`src/rtl/balance_control.sv`:
```
// PID pitch-balance controller: saturated pitch error drives P/I/D terms, summed and
// split into left/right torques with optional steering, then shaped into motor commands.
module balance_shape #(
  parameter logic [7:0]  LOW_TORQUE_BAND = 8'h46,
  parameter logic [5:0]  GAIN_MULTIPLIER = 6'h0F,
  parameter logic [14:0] MIN_DUTY        = 15'h03D4
) (
  input  logic signed [15:0] torque,
  output logic        [10:0] spd,
  output logic               rev
);
  logic [15:0]        abs_t;
  logic signed [15:0] shaped;
  logic [15:0]        mag;

  always_comb begin
    abs_t = torque[15] ? 16'(-torque) : 16'(torque);
    // Small torques get boosted gain to overcome stiction; larger ones get a duty floor.
    if (abs_t < 16'(LOW_TORQUE_BAND))
      shaped = torque * $signed({10'd0, GAIN_MULTIPLIER});
    else if (!torque[15])
      shaped = torque + $signed({1'b0, MIN_DUTY});
    else
      shaped = torque - $signed({1'b0, MIN_DUTY});
    mag = shaped[15] ? 16'(-shaped) : 16'(shaped);
    rev = shaped[15];
    spd = (mag > 16'd2047) ? 11'h7FF : mag[10:0];
  end
endmodule

module balance_control #(
  parameter logic [4:0]  P_COEFF         = 5'h0E,
  parameter logic [5:0]  D_COEFF         = 6'h14,
  parameter logic [7:0]  LOW_TORQUE_BAND = 8'h46,
  parameter logic [5:0]  GAIN_MULTIPLIER = 6'h0F,
  parameter logic [14:0] MIN_DUTY        = 15'h03D4
) (
  input  logic        clk,
  input  logic        rst_n,
  input  logic        vld,
  input  logic [15:0] ptch,
  input  logic [11:0] ld_cell_diff,
  input  logic        rider_off,
  input  logic        en_steer,
  output logic [10:0] lft_spd,
  output logic        lft_rev,
  output logic [10:0] rght_spd,
  output logic        rght_rev
);
  localparam int NUM_LANES = 2;

  logic signed [9:0]  err_sat;
  logic signed [14:0] p_term;
  logic signed [17:0] integ, err_ext, sum;
  logic               ovf;
  logic signed [11:0] i_term;
  logic signed [9:0]  q1, q2, d_diff;
  logic signed [6:0]  d_sat;
  logic signed [12:0] d_term;
  logic signed [15:0] pid, steer;
  logic [NUM_LANES-1:0][15:0] torque;
  logic [NUM_LANES-1:0][10:0] spd;
  logic [NUM_LANES-1:0]       rev;

  always_comb begin
    if ($signed(ptch) > 16'sd511)       err_sat = 10'sh1FF;
    else if ($signed(ptch) < -16'sd512) err_sat = 10'sh200;
    else                                err_sat = $signed(ptch[9:0]);
  end

  assign p_term  = 15'(err_sat) * $signed({10'd0, P_COEFF});
  assign err_ext = 18'(err_sat);
  assign sum     = integ + err_ext;
  // Same-sign operands producing an opposite-sign sum means the add wrapped.
  assign ovf     = (integ[17] == err_ext[17]) && (sum[17] != integ[17]);
  assign i_term  = integ[17:6];

  assign d_diff = err_sat - q2;
  always_comb begin
    if (d_diff > 10'sd63)       d_sat = 7'sd63;
    else if (d_diff < -10'sd64) d_sat = -7'sd64;
    else                        d_sat = d_diff[6:0];
  end
  assign d_term = 13'(d_sat) * $signed({7'd0, D_COEFF});

  assign pid   = 16'(p_term) + 16'(i_term) + 16'(d_term);
  assign steer = 16'($signed(ld_cell_diff) >>> 3);

  assign torque[0] = en_steer ? 16'(pid - steer) : 16'(pid);
  assign torque[1] = en_steer ? 16'(pid + steer) : 16'(pid);

  always_ff @(posedge clk) begin
    if (!rst_n) begin
      integ <= '0;
      q1    <= '0;
      q2    <= '0;
    end else begin
      if (rider_off)     integ <= '0;
      else if (vld && !ovf) integ <= sum;
      if (vld) begin
        q1 <= err_sat;
        q2 <= q1;
      end
    end
  end

  for (genvar g = 0; g < NUM_LANES; g++) begin : g_lane
    balance_shape #(
      .LOW_TORQUE_BAND(LOW_TORQUE_BAND),
      .GAIN_MULTIPLIER(GAIN_MULTIPLIER),
      .MIN_DUTY       (MIN_DUTY)
    ) u_shape (
      .torque(torque[g]),
      .spd   (spd[g]),
      .rev   (rev[g])
    );
  end

  assign lft_spd  = spd[0];
  assign lft_rev  = rev[0];
  assign rght_spd = spd[1];
  assign rght_rev = rev[1];
endmodule

```
`config.mk`:
```
export PLATFORM = sky130hd
export DESIGN_NAME = balance_control
export DESIGN_NICKNAME = d
export VERILOG_FILES = /design/src/rtl/balance_control.sv
export SDC_FILE = /design/constraint.sdc
export NUM_CORES = 1
export LEC_CHECK = 0
export CAP_MARGIN = 40
export CORE_ASPECT_RATIO = 1.4
export CORE_MARGIN = 2
export CORE_UTILIZATION = 50
export DETAILED_ROUTE_END_ITERATION = 12
export GPL_TIMING_DRIVEN = 0
export HOLD_SLACK_MARGIN = 0.06
export PLACE_DENSITY = 0.78
export REMOVE_ABC_BUFFERS = 1
export SETUP_SLACK_MARGIN = 0.5
export SKIP_LAST_GASP = 1
export SLEW_MARGIN = 20
export SYNTH_ARGS = -nofsm -noshare
export SYNTH_HDL_FRONTEND = slang
export SYNTH_SLANG_ARGS = --single-unit
```
`constraint.sdc`:
```
create_clock -name clk -period 15.7 [get_ports clk]
set_input_delay 1.57 -clock clk [delete_from_list [all_inputs] [get_ports clk]]
set_output_delay 1.57 -clock clk [all_outputs]
set_load 0.02 [all_outputs]
```
==> reports/metrics.cfg, run 1 <==
[sta]
rsz0062_at_grt=false
fin_skew_ns=0.003837
fmax_ghz=0.06706
setup_viol_count_final=0
setup_slack_ns=0.7869
slew_violations=0
worst_pin_slew_ns=0.9163
slew_headroom=0.3814
finalHoldViolCount=0
period_share=0.9499
period_minus_slack_ns=14.91

[die]
initial_core_util=0.5042
die-area_sq_um=28310
ioPinCount=57
rows=71
die_h_microns=198.3
die_w_microns=142.8
coreArea_sq_um=26740

[layout]
final_area_sq_um=15660
fill_cells=2327
multiInputGateArea_sq_um=12380
regArea_sq_um=760.7
area_growth_pct=16.12
drive_gt1_frac=0.1418
final_cells=2177
nets=2113
n_antenna_cell=0

[clocking]
clock_latency_ns=0.29
cts_max_level=2
cts_made_buffers=5
path_clk_slew_ns=0.05
clk_path_buf_depth=2
postCtsHoldBufs=0
clock_sinks=38
cts_tree=built
cts-root-buf=clkbuf_16

[yosys]
async_flop_share=0
synthDistinctLibCells=108
synth_top_area_share=0.1810
synth_flop_cell=dfxtp_1
synth.avg_cell_area_sq_um=7.758
netlist_instances=1738
synth-seq-cells=38
yosys_warnings=0
seq_area_frac_synth=0.05642
synth_edf_count=0
syn-cell-area_sq_um=13480
synth_area_leaders=ha_1 (18%), fa_1 (11%), xnor2_1 (6.2%)
synth_top_area_cell=ha_1

[placement]
hpwl_microns=27940
dpl_cell_area_sq_um=14260
gp_congestion=0.9203
placedCellCount=2103
portBuffers=53
dp_slack_ns=-1.981

[critical_path]
required_ns=14.13
critPathMaxFanout=16
crit_path_max_incr_delay_ns=0.54
cp_common_cell=a21o_1
worst_r2r_endpoint=integ[16]$_SDFFE_PP0P_
end_kind=primary output
slowest_stage=clkdlybuf4s50_1
crit_buf_inv=10
rr_worst_depth=15
cp-start-kind=input port
cp.arrival_ns=13.34
r2r_start=integ[1]$_SDFFE_PP0P_
cp_top_family=compound AO/OA/AOI/OAI gates
critPathKind=input port to primary output
reg2reg_slack_ns=11.80

[drt]
num_vias=13140
wl_per_cell_microns=16.80
via_per_inst=6.034
drc_errors=0
drt_iter0_drc=776
drt-pass1-iter-count=6
ant_nets=0
drt_wl_total_microns=36570

[run_status]
status=completed

[run]
max-cap-violations=0

[global_route]
met1_usage=0.2761
track_usage=0.2493
busiest_layer=met2
grt_pass1_vias=12570
antenna_found_initial=1
globalRoute.totalOverflow=0
grt_max_degree=44
use_met2=0.4849
grt_pass1_wl_microns=58600
use_met3=0.02128

[worst_hold_path]
hold_end=integ[0]$_SDFFE_PP0P_
min_path_cells=2
hp-start=integ[0]$_SDFFE_PP0P_
min_path_type=flop to flop

-- metal layers --
layer  wire (microns)  up-vias
li1                 -     6345
met1            14130     6315
met2            19530      372
met3             1407      103
met4             1489        2
met5               13        -
-- layout by cell type (no fill, tap or decap), types with 31 or more instances in the layout --
cell,n
a21o_1,46
buf_4,66
nor2b_1,32
mux2i_1,43
xnor2_1,93
o21ai_0,68
nor2_1,90
inv_1,207
fa_1,72
dfxtp_1,38
o211ai_1,31
nand3_1,45
nor3_1,40
nand2_1,85
a21oi_1,104
xor2_1,40
ha_1,178
-- repair_timing --
| item | in CTS | in global routing |
|---|---|---|
| setup buffers | 29 | 35 |
| resized for setup | 111 | 86 |
| setup endpoints to repair | 24 | 24 |
| cloned | 0 | 0 |
| pin swaps | 13 | 33 |
-- cell usage after synthesis (6+ instances only) --
cell type	n
buf_1	7
a211oi_1	17
or2_2	6
o31ai_1	25
nand2b_1	22
a21oi_1	122
fa_1	73
nor4_1	7
mux2_2	6
o21ai_0	82
xnor2_1	96
o2111ai_1	8
and2_1	14
o311ai_0	9
dfxtp_1	38
nand3_1	46
nor2_1	98
inv_1	210
mux2i_1	44
nand2_1	89
xor2_1	45
o211a_1	6
o21ai_1	8
ha_1	195
a2111oi_0	6
a21boi_0	8
a22oi_1	7
a21o_1	48
nand4_1	26
a31oi_1	14
o21ai_2	10
nor3_1	45
o21bai_1	27
clkbuf_1	26
nor2b_1	33
o211ai_1	31
o21a_1	19
and3_1	15
buf_2	19
or3_1	10
nor4b_1	6
-- worst register-to-register path, cell delays in order (launching register included) --
cell and delay (ns):
dfxtp_1 0.34, ha_1 0.30, a21o_1 0.17, a21oi_1 0.23, o21bai_1 0.10, a21oi_1 0.23, o21bai_1 0.10, a21oi_1 0.23
o21bai_1 0.10, a21oi_1 0.30, o21ai_0 0.20, nand4_1 0.15, nand3_1 0.16, nand3_1 0.41, nand3_1 0.44, o31ai_1 0.36
-- state kept, by name (all words and copies together), names as in the netlist --
signal / count
integ: 18
q1: 10
q2: 10
-- layout make-up --
cell class                 instances  share of cell area
multi-input combinational       1426              0.7907
timing repair buffer             127             0.06865
inverter                         214             0.05211
sequential                        38             0.04859
tap                              365             0.02917
clock buffer                       6            0.008871
clock inverter                     1            0.001918
-- worst max-delay path by stage --
stage	startpoint	to	slack, ns	cells past startpoint
6_report	ptch[13]	lft_spd[0]	0.79	54
5_1_grt	ptch[13]	lft_spd[3]	0.36	57
2_1_floorplan	ptch[12]	lft_spd[5]	0.84	45
3_3_place_gp	ptch[15]	lft_spd[5]	-2.70	54
3_5_place_dp	ptch[15]	rght_spd[0]	-1.98	53
4_1_cts	ptch[10]	lft_spd[9]	0.44	57
-- stage by stage --
step           utilization  setup TNS [ns]  hold WS, ns
2_1_floorplan            -               0       0.4423
3_3_place_gp        0.5304          -54.40       0.4496
3_5_place_dp        0.5332          -44.00       0.4655
4_1_cts             0.5610               0       0.4735
5_1_grt             0.5855               0       0.4919
6_report            0.5855               0       0.4662
-- logic make-up (layout without fill, tap and decap cells) --
kind of cell,after synthesis,after routing,synth area share
AO/OA/AOI/OAI,509,509,0.2616
AND/OR/NAND/NOR,451,451,0.1734
buffers and inverters,274,348,0.08101
adder cells (fa/ha/maj),271,271,0.2916
XOR/XNOR,144,144,0.09735
multiplexers,51,51,0.03870
flip-flops,38,38,0.05642
Power of run 1 is not shown: default switching activity piles up to over one toggle a cycle in this logic, so the estimate is an artifact.
==> run 2, diff against run 1 <==
--- a/config.mk
+++ b/config.mk
@@ -6,13 +6,13 @@
 export NUM_CORES = 1
 export LEC_CHECK = 0
 export CAP_MARGIN = 40
-export CORE_ASPECT_RATIO = 1.4
+export CORE_ASPECT_RATIO = 0.7
 export CORE_MARGIN = 2
 export CORE_UTILIZATION = 50
 export DETAILED_ROUTE_END_ITERATION = 12
 export GPL_TIMING_DRIVEN = 0
 export HOLD_SLACK_MARGIN = 0.06
-export PLACE_DENSITY = 0.78
+export PLACE_DENSITY_LB_ADDON = 0.25
 export REMOVE_ABC_BUFFERS = 1
 export SETUP_SLACK_MARGIN = 0.5
 export SKIP_LAST_GASP = 1
==> reports/metrics.cfg, run 2 (synthesis results as in run 1) <==
[run_status]
status=completed

[layout]
area_growth_pct=15.62
reg.largest.list=integ: 18 flops, q1: 10 flops, q2: 10 flops
drive_gt1_frac=0.1372
n_antenna_cell=0
final_cell_mix=inv_1 (207), ha_1 (177), a21oi_1 (107)
largest_reg_flops=18
fill_cells=2404
largest_register=integ
final_cells=2171
nets=2107
layout_commonest_cell=inv_1

[critical_path]
slowest_stage=clkdlybuf4s50_1
cp_common_cell=a21o_1
critPathKind=input port to primary output
critPathMaxFanout=8
required_ns=14.13
cp-start-kind=input port
reg2reg_slack_ns=11.86
cp.arrival_ns=13.20
end_kind=primary output
crit_path_max_incr_delay_ns=0.53

[worst_hold_path]
min_path_type=flop to flop

[clocking]
cts_made_buffers=5
postCtsHoldBufs=0
cts_tree=built
clock_latency_ns=0.29
path_clk_slew_ns=0.06
cts-root-buf=clkbuf_16
clk_path_buf_depth=2
cts_max_level=2
clock_sinks=38

[sta]
rsz0062_at_grt=true
slew_headroom=0.4304
slew_violations=0
fmax_ghz=0.06772
period_minus_slack_ns=14.77
worst_pin_slew_ns=0.8543
period_share=0.9406
setup_viol_count_final=0
fin_skew_ns=0.002918
finalHoldViolCount=0

[placement]
hpwl_microns=29450
placedCellCount=2107
gp_congestion=0.9356
portBuffers=53

[drt]
drt-pass1-iter-count=5
drt_wl_total_microns=37700
num_vias=13010
wl_per_cell_microns=17.36
drc_errors=0
drt_iter0_drc=1095
ant_nets=0
via_per_inst=5.991

[die]
ioPinCount=57
die-area_sq_um=28320
initial_core_util=0.5059
die_h_microns=141.4
coreArea_sq_um=26650
die_w_microns=200.3
rows=50

[global_route]
track_usage=0.2550
antenna_found_initial=0
grt_pass1_vias=12300
grt_pass1_wl_microns=60490
globalRoute.totalOverflow=0
grt_max_degree=46

[run]
max-cap-violations=0

[run 2: path summary, 6_finish.rpt]
kind | start | to | cells past startpoint
worst min-delay path | integ[4]$_SDFFE_PP0P_ | integ[4]$_SDFFE_PP0P_ | 2
worst min register to register | integ[4]$_SDFFE_PP0P_ | integ[4]$_SDFFE_PP0P_ | 2
worst max register to register | integ[1]$_SDFFE_PP0P_ | integ[16]$_SDFFE_PP0P_ | 15
worst max-delay path | ptch[13] | lft_spd[1] | 58
[run 2: per-layer routing]
metal / vias to the layer above / GRT usage / part of all wire
met5: - / 0 / 0
li1: 6334 / - / -
met2: 386 / 0.4030 / 0.44
met3: 46 / 0.03514 / 0.051
met1: 6241 / 0.3676 / 0.49
met4: 0 / 0.06160 / 0.020
[run 2: cell type report]
cell class	count	area, sq um	area share
multi-input combinational	1426	12340	0.7918
timing repair buffer	121	1061	0.06806
inverter	214	820.8	0.05265
sequential	38	760.7	0.04880
tap	364	455.4	0.02922
clock buffer	7	142.6	0.009150
clock inverter	1	5.005	0.0003211
[run 2: metrics by stage]
| stage | hold slack (ns) | setup TNS (ns) | utilization | setup WS (ns) | area, sq um |
|---|---|---|---|---|---|
| floorplan | 0.4423 | 0 | - | 0.8411 | 13200 |
| global placement | 0.4516 | -60.93 | 0.5321 | -3.182 | 14180 |
| detailed placement | 0.4628 | -48.33 | 0.5370 | -2.174 | 14310 |
| CTS | 0.4717 | 0 | 0.5618 | 0.3885 | 14970 |
| global route | 0.4906 | 0 | 0.5849 | 0.3403 | 15590 |
| finish | 0.4717 | 0 | 0.5849 | 0.9323 | 15590 |
[run 2: critical path, delay by kind of cell]
family / cells / cell delay [ns]
xor+xnor: 3 / 0.73
compound gates: 29 / 5.10
buf+inv: 8 / 1.68
fa+ha+maj: 7 / 1.94
simple gates: 11 / 2.16
[run 2: timing repair]
item / in CTS / in global routing
buffers inserted: 20 / 35
gates resized for setup: 98 / 102
setup endpoints to repair: 24 / 24
pin swaps: 15 / 30
cloned: 0 / 0
Power of run 2 is left out for the same reason.
==> run 3, diff against run 2 <==
--- a/config.mk
+++ b/config.mk
@@ -9,13 +9,13 @@
 export CORE_ASPECT_RATIO = 0.7
 export CORE_MARGIN = 2
 export CORE_UTILIZATION = 50
+export CTS_CLUSTER_DIAMETER = 150
 export DETAILED_ROUTE_END_ITERATION = 12
 export GPL_TIMING_DRIVEN = 0
 export HOLD_SLACK_MARGIN = 0.06
 export PLACE_DENSITY_LB_ADDON = 0.25
 export REMOVE_ABC_BUFFERS = 1
 export SETUP_SLACK_MARGIN = 0.5
-export SKIP_LAST_GASP = 1
 export SLEW_MARGIN = 20
 export SYNTH_ARGS = -nofsm -noshare
 export SYNTH_HDL_FRONTEND = slang
==> results of run 3 <==
No change in the layout: final DEF, timing and power equal those of run 2.
Power of run 3 is left out for the same reason.
